**src/rtl/serial_add_pkg.sv**
```systemverilog
// Shared types and defaults for the bit-serial adder controller.
package serial_add_pkg;

  // Default operand width for the serial adder.
  localparam int DEFAULT_WIDTH = 8;

  // Controller sequencing states.
  typedef enum logic [1:0] {
    IDLE = 2'd0,
    RUN  = 2'd1,
    DONE = 2'd2
  } sadd_state_t;

endpackage : serial_add_pkg

```
**src/rtl/serial_adder_ctrl_cell.sv**
```systemverilog
// Combinational one-bit full adder built from two half-adder stages.

module one_bit_adder (
  input  logic a,
  input  logic b,
  output logic s,
  output logic co
);

  assign s  = a ^ b;
  assign co = a & b;

endmodule : one_bit_adder

module full_adder_cell (
  input  logic a,
  input  logic b,
  input  logic ci,
  output logic s,
  output logic co
);

  logic s0_s;
  logic c0_s;
  logic c1_s;

  // First stage adds the operand bits.
  one_bit_adder u_ha0 (
    .a  (a),
    .b  (b),
    .s  (s0_s),
    .co (c0_s)
  );

  // Second stage folds in the incoming carry.
  one_bit_adder u_ha1 (
    .a  (s0_s),
    .b  (ci),
    .s  (s),
    .co (c1_s)
  );

  // At most one stage can generate a carry, so OR is exact.
  assign co = c0_s | c1_s;

endmodule : full_adder_cell

```
**src/rtl/serial_adder_ctrl.sv**
```systemverilog
// Bit-serial adder controller: steps one shared full-adder cell LSB-first
// across a WIDTH-bit add, with valid/ready handshakes on both sides.
module serial_adder_ctrl
  import serial_add_pkg::*;
#(
  parameter int WIDTH = DEFAULT_WIDTH
) (
  input  logic             clk,
  input  logic             resetn,
  input  logic             in_valid,
  output logic             in_ready,
  input  logic [WIDTH-1:0] a,
  input  logic [WIDTH-1:0] b,
  input  logic             cin,
  output logic             out_valid,
  input  logic             out_ready,
  output logic [WIDTH-1:0] sum,
  output logic             cout
);

  localparam int CNT_W = $clog2(WIDTH);
  localparam logic [CNT_W-1:0] LAST_CNT = CNT_W'(WIDTH - 1);

  sadd_state_t      state_q, state_d;
  logic [WIDTH-1:0] a_q, a_d;
  logic [WIDTH-1:0] b_q, b_d;
  logic [WIDTH-1:0] acc_q, acc_d;
  logic [WIDTH-1:0] sum_q, sum_d;
  logic             carry_q, carry_d;
  logic             cout_q, cout_d;
  logic [CNT_W-1:0] cnt_q, cnt_d;
  logic             in_ready_q;
  logic             out_valid_q;
  logic             cell_s_s;
  logic             cell_co_s;

  // The single shared adder cell always looks at the current LSBs and carry.
  full_adder_cell u_cell (
    .a  (a_q[0]),
    .b  (b_q[0]),
    .ci (carry_q),
    .s  (cell_s_s),
    .co (cell_co_s)
  );

  // Next-state and datapath update; operands are captured only on accept,
  // and the visible sum/cout are written only on the final step.
  always_comb begin
    state_d = state_q;
    a_d     = a_q;
    b_d     = b_q;
    acc_d   = acc_q;
    sum_d   = sum_q;
    carry_d = carry_q;
    cout_d  = cout_q;
    cnt_d   = cnt_q;
    case (state_q)
      IDLE: begin
        if (in_valid) begin
          a_d     = a;
          b_d     = b;
          carry_d = cin;
          cnt_d   = {CNT_W{1'b0}};
          acc_d   = {WIDTH{1'b0}};
          state_d = RUN;
        end else begin
          state_d = IDLE;
        end
      end
      RUN: begin
        a_d     = {1'b0, a_q[WIDTH-1:1]};
        b_d     = {1'b0, b_q[WIDTH-1:1]};
        acc_d   = {cell_s_s, acc_q[WIDTH-1:1]};
        carry_d = cell_co_s;
        if (cnt_q == LAST_CNT) begin
          // Counter parks at its last value rather than wrapping.
          sum_d   = {cell_s_s, acc_q[WIDTH-1:1]};
          cout_d  = cell_co_s;
          state_d = DONE;
        end else begin
          cnt_d   = cnt_q + CNT_W'(1);
          state_d = RUN;
        end
      end
      DONE: begin
        if (out_ready) begin
          state_d = IDLE;
        end else begin
          state_d = DONE;
        end
      end
      default: begin
        state_d = IDLE;
      end
    endcase
  end

  // State, datapath and handshake flops; handshakes follow the next state so
  // they never depend combinationally on in_valid or out_ready.
  always_ff @(posedge clk or negedge resetn) begin
    if (!resetn) begin
      state_q     <= IDLE;
      a_q         <= {WIDTH{1'b0}};
      b_q         <= {WIDTH{1'b0}};
      acc_q       <= {WIDTH{1'b0}};
      sum_q       <= {WIDTH{1'b0}};
      carry_q     <= 1'b0;
      cout_q      <= 1'b0;
      cnt_q       <= {CNT_W{1'b0}};
      in_ready_q  <= 1'b1;
      out_valid_q <= 1'b0;
    end else begin
      state_q     <= state_d;
      a_q         <= a_d;
      b_q         <= b_d;
      acc_q       <= acc_d;
      sum_q       <= sum_d;
      carry_q     <= carry_d;
      cout_q      <= cout_d;
      cnt_q       <= cnt_d;
      in_ready_q  <= (state_d == IDLE);
      out_valid_q <= (state_d == DONE);
    end
  end

  assign in_ready  = in_ready_q;
  assign out_valid = out_valid_q;
  assign sum       = sum_q;
  assign cout      = cout_q;

endmodule : serial_adder_ctrl
```
**config.mk**
```make
export PLATFORM = sky130hd
export DESIGN_NAME = serial_adder_ctrl
export DESIGN_NICKNAME = d
export VERILOG_FILES = /design/src/rtl/serial_add_pkg.sv /design/src/rtl/serial_adder_ctrl_cell.sv /design/src/rtl/serial_adder_ctrl.sv
export SDC_FILE = /design/constraint.sdc
export NUM_CORES = 1
export LEC_CHECK = 0
export BUFFER_PORTS_ARGS = -buffer_cell sky130_fd_sc_hd__buf_2
export CAP_MARGIN = 20
export CORE_MARGIN = 2
export CORE_UTILIZATION = 30
export DETAILED_ROUTE_END_ITERATION = 10
export RECOVER_POWER = 25
export SKIP_CTS_REPAIR_TIMING = 1
export SYNTH_ARGS = -nofsm -noshare
export SYNTH_HDL_FRONTEND = slang
export SYNTH_SLANG_ARGS = --single-unit
```
**constraint.sdc**
```tcl
create_clock -name clk -period 1.99 [get_ports clk]
set_input_delay 0.199 -clock clk [delete_from_list [all_inputs] [get_ports clk]]
set_output_delay 0.199 -clock clk [all_outputs]
set_load 0.05 [all_outputs]
```
Yosys cells after proc, flatten, opt, wreduce, memory -nomap -nowiden
Index checks and enable logic that the tools add are counted.
{ "classes": {"bitwise_logic": 5, "n_addsub": 1, "reduce_logical": 6, "n_mux": 15, "eq_ne": 6} }
{ "ops": {"columns": ["op", "n"], "rows": [
  ["$pmux 8 s2", 3],
  ["$mux 8", 3],
  ["$mux 3", 2],
  ["$pmux 2 s3", 1],
  ["$pmux 3 s2", 1],
  ["$eq 2x2->1 const B", 2],
  ["$logic_not 2->1", 2],
  ["$mux 2", 2],
  ["$ne 2x2->1 const B", 2],
  ["$reduce_and 2->1", 2],
  ["$add 3x1->3 const B", 1],
  ["$eq 3x3->1 const B", 1],
  ["$reduce_and 3->1", 1],
  ["$and 1x1->1", 2],
  ["$eq 2x1->1 const B", 1],
  ["$mux 1", 2],
  ["$pmux 1 s2", 1],
  ["$reduce_bool 2->1", 1],
  ["$xor 1x1->1", 2],
  ["$or 1x1->1", 1]
]} }
{ "word_totals": {"output_inout_bits": 11, "wordCells": 43, "reg_bits": 41, "in_bits": 21} }

Longest topological paths before layout
Gate-level depths: netlist (run 1).
{ "logic_depth": {"depth_word": 4, "ltp_mapped": 5, "depth_no_buf": 4} }

Modules after synthesis
From an unflattened synthesis (run 1), not the netlist that was laid out.
{ "hier_totals": {"cells_unflattened": 134, "hier_area_um2": 1819.2} }
{ "by_module_without_submodules": {"columns": ["mod", "seq_area_each_um2", "cells_each", "n_inst", "area_per_inst_um2"], "rows": [
  ["serial_adder_ctrl", 1002.2, 131, 1, 1788.0],
  ["one_bit_adder", 0.0, 1, 2, 12.5],
  ["full_adder_cell", 0.0, 1, 1, 6.3]
]} }

Worst setup path after synthesis (run 1)
OpenSTA, ideal clock, no wires.
{ "synth_timing": {"path_kind": "register to register", "from": "reg cnt_q[0]", "to": "reg cout_q (netlist: cout)", "arrival_time_ps": 1439, "path_slack_ps": 426, "setup_ps": 125, "path_buffers": 1, "synth_period_minus_slack_ps": 1564, "t_required_ps": 1865, "stages_incl_launch_ff": 6, "path_cell_list": "dfrtp_1 > ha_1 > ha_1 > nand3b_1 > buf_2 > mux2_2"} }
{ "synth_between": {"elab_chain_len": 2} }
{ "synth_rtl": {"columns": ["element", "line_no", "source"], "rows": [
  ["start, declared", "serial_adder_ctrl.sv:31", "logic [CNT_W-1:0] cnt_q, cnt_d;"],
  ["start signal, assigned", "serial_adder_ctrl.sv:109", "cnt_q <= {CNT_W{1'b0}};"],
  ["start signal, assigned", "serial_adder_ctrl.sv:120", "cnt_q <= cnt_d;"],
  ["$eq 3x3->1", "serial_adder_ctrl.sv:75", "if (cnt_q == LAST_CNT) begin"],
  ["$reduce_and 2->1 (no line)", null, null],
  ["end signal, assigned", "serial_adder_ctrl.sv:119", "cout_q <= cout_d;"],
  ["end, declared", "serial_adder_ctrl.sv:30", "logic cout_q, cout_d;"]
]} }
No other way between the ends.
A chain may end at the register's enable or synchronous reset.

Worst setup path in the final report (run 1)
{ "layout_timing": {"from": "reg cnt_q[0]", "to": "reg sum_q[3] (netlist: sum[3])"} }
{ "layout_between": {"elab_chain_len": 2} }
{ "layout_rtl": {"columns": ["element", "line_no", "source"], "rows": [
  ["$eq 3x3->1", "serial_adder_ctrl.sv:75", null],
  ["$reduce_and 2->1 (no line)", null, null],
  ["end signal, assigned", "serial_adder_ctrl.sv:106", "sum_q <= {WIDTH{1'b0}};"],
  ["end signal, assigned", "serial_adder_ctrl.sv:117", "sum_q <= sum_d;"],
  ["end, declared", "serial_adder_ctrl.sv:28", "logic [WIDTH-1:0] sum_q, sum_d;"]
]} }
No other way between the ends.

==> out/results.md, run 1 <==
| Parameter | Reported |
| --- | --- |
| Pwr/cell area | 1569 mW/mm² |
| Reported leakage power | 0.9658 nW |
| Mapped Area | 0.001808 mm² |
| Number of sinks driven by the clock tree | 40 |
| WP data required | 2.16 ns |
| Most frequent CP cell | sky130_fd_sc_hd__ha_1 |
| Setup slack of the most critical reg-to-reg path | 0.20 ns |
| Number of cells on the worst hold path | 2 |
| Top FF cell, synth | sky130_fd_sc_hd__dfrtp_1 |
| Mean cell area of the mapped netlist | 13.70 µm² |
| Worst-case vdd ir drop | 0.8000 mV |
| Number of global-route vias before repair | 1,156 |
| RR Endpoint | sum[3]$_DFFE_PN0P_ |
| Clock latency reported for the late side of the worst-skew pair | 0.29 ns |
| Worst hold path type | in -> reg |
| Number of nets with antenna violations after detailed routing | 0 |
| Iter 0 DRT Violations | 89 |
| Critical Path Sink Type | register |
| Detailed-route via count | 1,192 |
| Fraction of the cycle the final worst path needs | 0.8972 |
| Path type of the worst setup path | reg -> reg |
| Cell Rows | 28 |
| Starting Density | 0.3072 |
| Ratio of routed vias to standard cells | 4.987 |
| Post-Synth Adder-Cell Area | 0.02491 |
| Max-Cap Viols | 0 |
| Floorplan Core Area | 0.005886 mm² |
| Signal arrival time at the worst endpoint | 1.96 ns |
| Count of port buffers added during placement | 31 |
| DIE AREA | 0.006663 mm² |
| Clock transition time at the flip-flop clock pins of the worst setup and hold paths | 0.08 ns |
| TritonCTS Buffers | 5 |
| Number of DRC violations after detailed routing | 0 |
| Synthesized netlist cell count | 132 |
| Final setup fails | 0 |
| Setup Slack @ Placement | 0.1942 ns |
| Sequence of cells on the critical path | ha_1 -> ha_1 -> nand3b_1 -> mux2_2 |
| Area added between synthesis and finish | 17.02% |
| Run status | finished, final reports clean |
| Maximum number of buffers from clock root to sink | 2 |
| Final Util | 0.3595 |
| Launch point of the worst reg-to-reg path | cnt_q[0]$_DFFE_PN0P_ |
| Fill cells | 600 |
| Number of pins exceeding their max-slew limit in the final report | 0 |
| Area share of and/or/nand/nor cells after synthesis | 0.1439 |
| Placer congestion estimate | 0.6632 |
| Gr usage total | 0.1130 |
| Relative slew slack | 0.3489 |
| Number of H-tree levels | 2 |
| Final critical delay including setup and external delays | 1.786 ns |
| Endpoint, Worst Hold | state_q[1]$_DFF_PN0_ |
| Routed wire length | 3483 µm |
| Overall power of the completed layout | 3.319 mW |
| Sum of overflow across all layers after global routing | 0 |
| Portion of netlist area occupied by mux cells | 0.05606 |
| Sequential element share of the synthesized area | 0.5543 |
| Fraction of final layout cells with drive strength greater than 1 | 0.4207 |
| Pre-antenna DRT Iters | 4 |
| Post-synthesis async set-or-reset flop share | 1.000 |
| Highest attainable clock frequency | 560.1 MHz |
| Startpoint type of the worst setup path | register |
| Setup tns final | 0 ns |
| Unrepaired setup endpoints after global routing | false |
| Detail-routed net length per standard cell | 14.57 µm |
| First-pass GRT wire length | 5775 µm |
| I/O pin count | 32 |
| Antenna violations before repair | 0 |
| Inserted Diodes | 0 |
| Total number of nets in the final design | 187 |
| Die extent in y | 81.63 µm |
| FF+latch count, synth | 40 |
| Hold violation count in the final report | 0 |
| Cell depth of the worst flop-to-flop path | 4 |
| Largest family of logic cells by synthesized area | compound AO/OA/AOI/OAI gates |
| Number of enable-type register cells in the synthesized netlist | 0 |
| Clock tree root buffer cell | sky130_fd_sc_hd__clkbuf_8 |
| Net Count, Synth | 156 |
| Warnings from Yosys | 0 |
| Compound-Gate Fraction of Synth Area | 0.1758 |
| Width of the die | 81.63 µm |
| Beginning of the worst hold path | out_ready |
| Fin worst setup slack | 0.2045 ns |
| Critical-path maximum fanout | 11 |
| Clk_skew | 0.008115 ns |
| Pin slew with the least headroom to its limit | 0.9766 ns |
| Largest stage delay on the critical path | 0.42 ns |
| Crit-path slowest cell | sky130_fd_sc_hd__dfrtp_1 |
| CTS tree | yes |
| Number of distinct library cells after synthesis | 28 |
| Synthesized-area fraction occupied by xor and xnor cells | 0 |
| Worst hold margin | 0.1382 ns |
| Maximum number of pins on one net before global-route repair | 23 |
[cells by family after synthesis]
kind of cell,after synthesis
buffers and inverters,15
adders and majority gates,3
and+or+nand+nor,32
muxes,9
DFF,40
AOI/OAI and AO/OA,33
[cell usage after synthesis, types with 3 or more instances]
| cell type | number | share of area |
|---|---|---|
| sky130_fd_sc_hd__or4b_1 | 15 | 0.083 |
| sky130_fd_sc_hd__a22o_1 | 7 | 0.034 |
| sky130_fd_sc_hd__mux2_2 | 9 | 0.056 |
| sky130_fd_sc_hd__buf_2 | 7 | 0.019 |
| sky130_fd_sc_hd__o221a_2 | 15 | 0.093 |
| sky130_fd_sc_hd__dfrtp_1 | 39 | 0.54 |
| sky130_fd_sc_hd__nand3_1 | 3 | 0.0083 |
| sky130_fd_sc_hd__o221ai_1 | 3 | 0.015 |
| sky130_fd_sc_hd__inv_1 | 3 | 0.0062 |
| sky130_fd_sc_hd__nand2b_1 | 5 | 0.017 |
[critical path, delay by kind of cell (launching register included)]
kind | cells | cell delay, ns
adder cells (fa/ha/maj) | 2 | 0.44
flip-flops | 1 | 0.42
multiplexers | 1 | 0.40
AND/OR/NAND/NOR | 1 | 0.41
[metrics by stage]
stage | std cells | instance area, µm²
after global routing | 239 | 2116
after global placement | 230 | 2017
after detailed placement | 230 | 2017
after floorplan | 132 | 1808
final | 239 | 2116
after CTS | 238 | 2110
[layer usage]
layer	wire, µm	share of wire	GRT usage
met2	1618	0.46	0.1787
met3	149	0.043	0.03297
met5	0	0	0
met1	1667	0.48	0.1522
met4	48	0.014	0.03000
[where the power goes]
part	switching, mW	leakage [nW]	total, mW	internal, mW
registers	0.264	0.491	1.44	1.17
clock network	0.274	0.0510	0.550	0.277
logic	0.742	0.424	1.33	0.592
total	1.28	0.966	3.32	2.04
[worst max-delay path by stage]
stage                                    start                  to  slack [ns]
final                     cnt_q[0]$_DFFE_PN0P_  sum[3]$_DFFE_PN0P_        0.20
after detailed placement  cnt_q[0]$_DFFE_PN0P_  sum[3]$_DFFE_PN0P_        0.19
after floorplan           cnt_q[0]$_DFFE_PN0P_    cout$_DFFE_PN0P_        0.43
after global placement    cnt_q[0]$_DFFE_PN0P_  sum[6]$_DFFE_PN0P_        0.25
after global routing      cnt_q[0]$_DFFE_PN0P_  sum[6]$_DFFE_PN0P_        0.08
after CTS                 cnt_q[0]$_DFFE_PN0P_  sum[3]$_DFFE_PN0P_        0.18
[cell type report]
type / instances / area [µm²] / area share
flip-flops and latches: 40 / 1002 / 0.4737
clock inverters: 2 / 10.01 / 0.004731
clock buffers: 6 / 82.58 / 0.03903
repair buffers: 36 / 191.4 / 0.09048
well taps: 75 / 93.84 / 0.04435
inverters: 3 / 11.26 / 0.005322
multi-input cells: 77 / 724.4 / 0.3424
[cells in the final DEF (no fill, tap or decap), drive strengths merged, types with 2 or more instances in the layout]
cell type  instances
dfrtp             39
buf               33
or4b              15
o221a             15
mux2               9
clkbuf             8
a22o               7
nand2b             5
inv                3
nand3              3
o221ai             3
o21ai              2
nand2              2
nor4bb             2
nor3b              2
a211o              2
ha                 2
clkinv             2
[registers in the layout, indices dropped and copies added (netlist names)]
name / flops
cout: 1
state_q: 2
sum: 8
cnt_q: 3
in_ready: 1
a_q: 8
b_q: 8
acc_q: 7
carry_q: 1
out_valid: 1
Note: power is estimated with default switching activity, not from simulation.
==> inputs of run 2 (changes only) <==
- ABC_AREA: unset -> 1
==> out/results.md, run 2 <==
| Parameter | Reported | Change |
| --- | --- | --- |
| Final std cells w/o fill | 332 | +39% |
| Top FF cell, synth | sky130_fd_sc_hd__dfrtp_1 |  |
| Overall power of the completed layout | 3.367 mW | +1.5% |
| Fill cells | 628 | +4.7% |
| Sequential element share of the synthesized area | 0.5578 | +0.003474 |
| First-pass GRT wire length | 6134 µm | +6.2% |
| Final critical delay including setup and external delays | 1.422 ns | -0.3640 ns |
| Fraction of the cycle the final worst path needs | 0.7143 | -0.1829 |
| Number of nets with antenna violations after detailed routing | 0 | unchanged |
| Reported leakage power | 1.201 nW | +24% |
| Path type of the worst setup path | reg -> reg |  |
| Cell Rows | 28 | unchanged |
| Placer congestion estimate | 0.6912 | +4.2% |
| TritonCTS Buffers | 5 | unchanged |
| Cell types with the largest area share after synthesis | sky130_fd_sc_hd__dfrtp_1 (54%), sky130_fd_sc_hd__nand2_1 (22%), sky130_fd_sc_hd__nand3_1 (6.1%) |  |
| Routed wire length | 3620 µm | +3.9% |
| Maximum number of buffers from clock root to sink | 2 | unchanged |
| Number of enable-type register cells in the synthesized netlist | 0 | unchanged |
| Worst hold margin | 0.1415 ns | +0.003266 ns |
| Number of H-tree levels | 2 | unchanged |
| Die extent in y | 81.39 µm | -0.29% |
| Width of the die | 81.39 µm | -0.29% |
| Largest stage delay on the critical path | 0.53 ns | +0.11 ns |
| Net Count, Synth | 244 | +56% |
| Worst hold path type | in -> reg |  |
| Clock latency reported for the late side of the worst-skew pair | 0.28 ns | about the same |
| Yosys top cell area share | 0.5432 | +0.003383 |
| Pwr/cell area | 1565 mW/mm² | -0.25% |
| DIE AREA | 0.006624 mm² | -0.59% |
| Fraction of final layout cells with drive strength greater than 1 | 0.1907 | -0.2301 |
| WP data required | 2.19 ns | +0.03 ns |
| CTS tree | yes |  |
| Pin slew with the least headroom to its limit | 0.5939 ns | -0.3827 ns |
| Number of sinks driven by the clock tree | 40 | unchanged |
| Clk_skew | 0.003208 ns | -0.004908 ns |
| FF+latch count, synth | 40 | unchanged |
| Crit-path slowest cell | sky130_fd_sc_hd__dfrtp_1 |  |
| Final setup fails | 0 | unchanged |
| Synthesized netlist cell count | 220 | +67% |
| Number of pins exceeding their max-slew limit in the final report | 0 | unchanged |
| Highest attainable clock frequency | 703.5 MHz | +26% |
| Pre-antenna DRT Iters | 5 | +1 |
| Most common cell after layout, fill and taps aside | sky130_fd_sc_hd__nand2_1 |  |
| Ratio of routed vias to standard cells | 4.304 | -14% |
| Total number of nets in the final design | 280 | +50% |
| Top library cells by usage in the layout, fill and taps aside | sky130_fd_sc_hd__nand2_1 (107), sky130_fd_sc_hd__dfrtp_1 (39), sky130_fd_sc_hd__buf_2 (31) |  |
| Critical-path maximum fanout | 20 | +9 |
| Post-synthesis async set-or-reset flop share | 1.000 | unchanged |
| Run status | finished, final reports clean |  |
| Cell accounting for the most synthesized area | sky130_fd_sc_hd__dfrtp_1 |  |
| Hold violation count in the final report | 0 | unchanged |
| Mapped Area | 0.001797 mm² | -0.62% |
| Antenna violations before repair | 0 | unchanged |
| Setup tns final | 0 ns | unchanged |
| Number of DRC violations after detailed routing | 0 | unchanged |
| Detailed-route via count | 1,429 | +20% |
| Detail-routed net length per standard cell | 10.90 µm | -25% |
| Final Util | 0.3678 | +0.008355 |
| Clock transition time at the flip-flop clock pins of the worst setup and hold paths | 0.08 ns | about the same |
| Inserted Diodes | 0 | unchanged |
| Placed Cells incl. Taps | 323 | +40% |
| Number of global-route vias before repair | 1,276 | +10% |
| Maximum number of pins on one net before global-route repair | 28 | +22% |
| Startpoint type of the worst setup path | register |  |
| Area added between synthesis and finish | 19.78% |  |
| Gr usage total | 0.1227 | +0.009677 |
| I/O pin count | 32 | unchanged |
| Signal arrival time at the worst endpoint | 1.62 ns | -0.34 ns |
| Clock tree root buffer cell | sky130_fd_sc_hd__clkbuf_8 |  |
| Relative slew slack | 0.6041 | +0.2551 |
| Floorplan Core Area | 0.005851 mm² | -0.60% |
| Max-Cap Viols | 0 | unchanged |
| Mean cell area of the mapped netlist | 8.167 µm² | -40% |
| Sum of overflow across all layers after global routing | 0 | unchanged |
| Count of port buffers added during placement | 31 | unchanged |
| Starting Density | 0.3071 | about the same |
| Unrepaired setup endpoints after global routing | false |  |
| Worst-case vdd ir drop | 0.5841 mV | -27% |
| Most numerous cell types in the synthesized netlist | sky130_fd_sc_hd__nand2_1 (107), sky130_fd_sc_hd__dfrtp_1 (39), sky130_fd_sc_hd__nand3_1 (22), sky130_fd_sc_hd__o21ai_0 (15), sky130_fd_sc_hd__inv_1 (14) |  |
| Number of distinct library cells after synthesis | 16 | -43% |
| Post-DP HPWL | 2542 µm |  |
| Iter 0 DRT Violations | 93 | +4.5% |
| Most repeated cell in the gate-level netlist after synthesis | sky130_fd_sc_hd__nand2_1 |  |
| Warnings from Yosys | 0 | unchanged |
| Critical Path Sink Type | register |  |
| Sequence of cells on the critical path | o21ai_2 -> buf_4 -> nand2_1 -> o21ai_0 |  |
## run 2: cell types whose count changed in the layout (fill, tap and decap cells not counted), sizes merged, moves of 3 or more
cell    change
or4b       -15
o221a      -15
o21ai      +15
mux2        -9
a22o        -7
buf         +6
nor2        +4
nand2b      -5
inv        +12
nand3      +19
nand2     +105
o221ai      -3
## run 2: final cells by class
type                       instances  area (µm²)  share of cell area
sequential                        40        1002              0.4657
multi-input combinational        154       666.9              0.3099
timing repair buffer              40       225.2              0.1047
tap                               75       93.84             0.04360
clock buffer                       6       72.57             0.03372
inverter                          15       56.30             0.02616
clock inverter                     2       35.03             0.01628
## run 2: layer usage
| layer | track usage | share of wire | routed length [µm] | vias up |
|---|---|---|---|---|
| met5 | 0 | 0 | 0 | - |
| met4 | 0.05085 | 0.010 | 38 | 0 |
| met3 | 0.02667 | 0.038 | 139 | 2 |
| met2 | 0.1754 | 0.44 | 1594 | 31 |
| met1 | 0.1784 | 0.51 | 1846 | 640 |
| li1 | - | - | - | 756 |
## run 2: logic make-up (layout without fill, tap and decap cells)
kind of cell,count (synthesis),in the layout,synth area share
compound gates,17,17,0.04944
fa+ha+maj,3,3,0.02507
buf+inv,26,63,0.07103
flops,40,40,0.5578
simple gates,134,134,0.2967
## run 2: path summary, 6_finish.rpt
| path | cells past startpoint | startpoint | slack, ns | to |
|---|---|---|---|---|
| max | 4 | state_q[0]$_DFF_PN0_ | 0.57 | acc_q[6]$_DFFE_PN0P_ |
| min | 3 | b[7] | 0.14 | b_q[7]$_DFFE_PN0P_ |
| max reg2reg | 4 | state_q[0]$_DFF_PN0_ | 0.57 | acc_q[6]$_DFFE_PN0P_ |
| min reg2reg | 2 | a_q[7]$_DFFE_PN0P_ | 0.48 | a_q[7]$_DFFE_PN0P_ |
| max in group asynchronous | 3 | resetn | 0.99 | b_q[1]$_DFFE_PN0P_ |
| min in group asynchronous | 2 | resetn | 0.45 | acc_q[5]$_DFFE_PN0P_ |
## run 2: report_power, final
part | internal [mW] | total [mW] | switching (mW)
logic | 0.440 | 1.38 | 0.938
registers | 1.15 | 1.34 | 0.194
clock network | 0.372 | 0.647 | 0.275
total | 1.96 | 3.37 | 1.41
## run 2: through the flow
| stage | cell area (µm²) | setup WS (ns) |
|---|---|---|
| floorplan | 1797 | 0.7851 |
| global placement | 2034 | 0.5905 |
| detailed placement | 2034 | 0.5555 |
| CTS | 2142 | 0.5403 |
| global route | 2152 | 0.4051 |
| finish | 2152 | 0.5685 |
## run 2: critical path, delay by kind of cell (launching register included)
family / cells / cell delay, ns
AOI/OAI and AO/OA: 2 / 0.42
buffers and inverters: 1 / 0.30
DFF: 1 / 0.53
and+or+nand+nor: 1 / 0.07
==> inputs of run 3 (changes only) <==
- clock period: 1.99 -> 1.3 ns (I/O delays scaled with it)
==> out/results.md, run 3 (synthesis gave the netlist of run 2 again) <==
| Parameter | Reported | Change |
| --- | --- | --- |
| Sequence of cells on the critical path | fa_2 -> inv_1 -> o21ai_0 |  |
| Clock latency reported for the late side of the worst-skew pair | 0.29 ns | about the same |
| Crit-path slowest cell | sky130_fd_sc_hd__fa_2 |  |
| Run status | finished, final reports clean |  |
| Top library cells by usage in the layout, fill and taps aside | sky130_fd_sc_hd__nand2_1 (106), sky130_fd_sc_hd__dfrtp_1 (38), sky130_fd_sc_hd__buf_2 (30) |  |
| Number of nets with antenna violations after detailed routing | 0 | unchanged |
| Number of global-route vias before repair | 1,446 | +13% |
| Post-DP HPWL | 2609 µm | +2.6% |
| Iter 0 DRT Violations | 86 | -7.5% |
| Placer congestion estimate | 0.7230 | +4.6% |
| Area occupied by multi-input gates | 704.4 µm² | +5.6% |
| Area added between synthesis and finish | 29.39% |  |
| Starting Density | 0.3071 | unchanged |
| Final critical delay including setup and external delays | 1.235 ns | -0.1866 ns |
| Pin slew with the least headroom to its limit | 0.4087 ns | -0.1852 ns |
| Routed wire length | 3886 µm | +7.3% |
| Final Instance Area | 0.002325 mm² | +8.0% |
| Fraction of final layout cells with drive strength greater than 1 | 0.2405 | +0.04980 |
| Detailed-route via count | 1,489 | +4.2% |
| Cell Rows | 28 | unchanged |
| Number of sinks driven by the clock tree | 40 | unchanged |
| Unrepaired setup endpoints after global routing | false |  |
| Instance area after placement | 0.002102 mm² | +3.3% |
| Fraction of the cycle the final worst path needs | 0.9499 | +0.2356 |
| Highest attainable clock frequency | 809.8 MHz | +15% |
| Maximum number of pins on one net before global-route repair | 26 | -7.1% |
| Number of pins exceeding their max-slew limit in the final report | 0 | unchanged |
| Number of H-tree levels | 2 | unchanged |
| Floorplan Core Area | 0.005851 mm² | unchanged |
| Clock transition time at the flip-flop clock pins of the worst setup and hold paths | 0.08 ns | about the same |
| Setup slack of the most critical reg-to-reg path | 0.07 ns | -0.50 ns |
| Relative slew slack | 0.7275 | +0.1234 |
| Path type of the worst setup path | reg -> reg |  |
| CTS tree | yes |  |
| Sum of overflow across all layers after global routing | 0 | unchanged |
| Setup tns final | 0 ns | unchanged |
| DIE AREA | 0.006624 mm² | unchanged |
| Count of port buffers added during placement | 31 | unchanged |
| Worst hold margin | 0.08237 ns | -0.05912 ns |
| Storage cell area | 0.001003 mm² | +0.12% |
| Reported leakage power | 1.268 nW | +5.6% |
| Fin worst setup slack | 0.06508 ns | -0.5034 ns |
| I/O pin count | 32 | unchanged |
| Ratio of routed vias to standard cells | 4.418 | +2.7% |
| Signal arrival time at the worst endpoint | 1.45 ns | -0.17 ns |
| Most common cell after layout, fill and taps aside | sky130_fd_sc_hd__nand2_1 |  |
| Maximum number of buffers from clock root to sink | 2 | unchanged |
| Number of DRC violations after detailed routing | 0 | unchanged |
| Gr usage total | 0.1317 | +0.009013 |
| Total number of nets in the final design | 285 | +1.8% |
| Final setup fails | 0 | unchanged |
| Clk_skew | 0.006045 ns | +0.002838 ns |
| Max-Cap Viols | 0 | unchanged |
| Detail-routed net length per standard cell | 11.53 µm | +5.8% |
| Startpoint type of the worst setup path | register |  |
| TritonCTS Buffers | 5 | unchanged |
| Largest stage delay on the critical path | 0.57 ns | +0.04 ns |
| Width of the die | 81.39 µm | unchanged |
| Hold violation count in the final report | 0 | unchanged |
| Number of cells on the worst hold path | 3 | unchanged |
| Worst hold path type | in -> reg |  |
| Critical-path maximum fanout | 2 | -90% |
| Inserted Diodes | 0 | unchanged |
| Pre-antenna DRT Iters | 4 | -1 |
| Setup Slack @ Placement | 0.01974 ns | -0.5357 ns |
| Fill cells | 600 | -4.5% |
| Antenna violations before repair | 0 | unchanged |
| Die extent in y | 81.39 µm | unchanged |
| Clock tree root buffer cell | sky130_fd_sc_hd__clkbuf_8 |  |
| First-pass GRT wire length | 6720 µm | +9.6% |
| Cell depth of the worst flop-to-flop path | 3 | -1 |
| WP data required | 1.51 ns | -0.68 ns |
| Critical Path Sink Type | register |  |
| Pwr/cell area | 2505 mW/mm² | +60% |
| Worst-case vdd ir drop | 0.7418 mV | +27% |
## run 3: cell count changes in the layout (fill, tap and decap cells not counted), sizes merged
cell	previous run	this run
buf	39	41
bufinv	1	3
clkbuf	6	8
clkinv	1	0
## run 3: final cells by class
cell class / count / share of cell area
flip-flops and latches: 40 / 0.4316
multi-input cells: 154 / 0.3030
repair buffers: 45 / 0.1313
well taps: 75 / 0.04037
clock inverters: 3 / 0.03875
clock buffers: 5 / 0.02960
inverters: 15 / 0.02530
## run 3: critical path, delay by kind of cell, from the launching register on
kind / cells / cell delay [ns]
adders and majority gates: 1 / 0.57
AOI/OAI and AO/OA: 1 / 0.14
DFF: 1 / 0.41
buffers and inverters: 1 / 0.05
## run 3: layer usage
layer | vias up | GRT usage | share of wire
li1 | 766 | - | -
met1 | 694 | 0.1742 | 0.48
met2 | 27 | 0.2041 | 0.47
met3 | 2 | 0.03333 | 0.040
met4 | 0 | 0.05593 | 0.010
met5 | - | 0 | 0
## run 3: through the flow
stage               total power, mW  std cells    util
floorplan                     3.705        220       -
global placement              4.307        327  0.3593
detailed placement            4.364        327  0.3593
CTS                           5.789        335  0.3864
global route                  6.330        337  0.3973
finish                        5.825        337  0.3973
## run 3: worst paths after layout
path,start,to
min reg2reg,a_q[7]$_DFFE_PN0P_,a_q[7]$_DFFE_PN0P_
max in group asynchronous,resetn,in_ready$_DFF_PN1_
max reg2reg,carry_q$_DFFE_PN0P_,sum[7]$_DFFE_PN0P_
min in group asynchronous,resetn,acc_q[4]$_DFFE_PN0P_
max,carry_q$_DFFE_PN0P_,sum[7]$_DFFE_PN0P_
min,b[7],b_q[7]$_DFFE_PN0P_
## run 3: where the power goes
part | internal [mW] | switching, mW | total (mW)
clock | 0.960 | 0.442 | 1.40
combinational | 0.835 | 1.52 | 2.36
sequential | 1.76 | 0.306 | 2.07
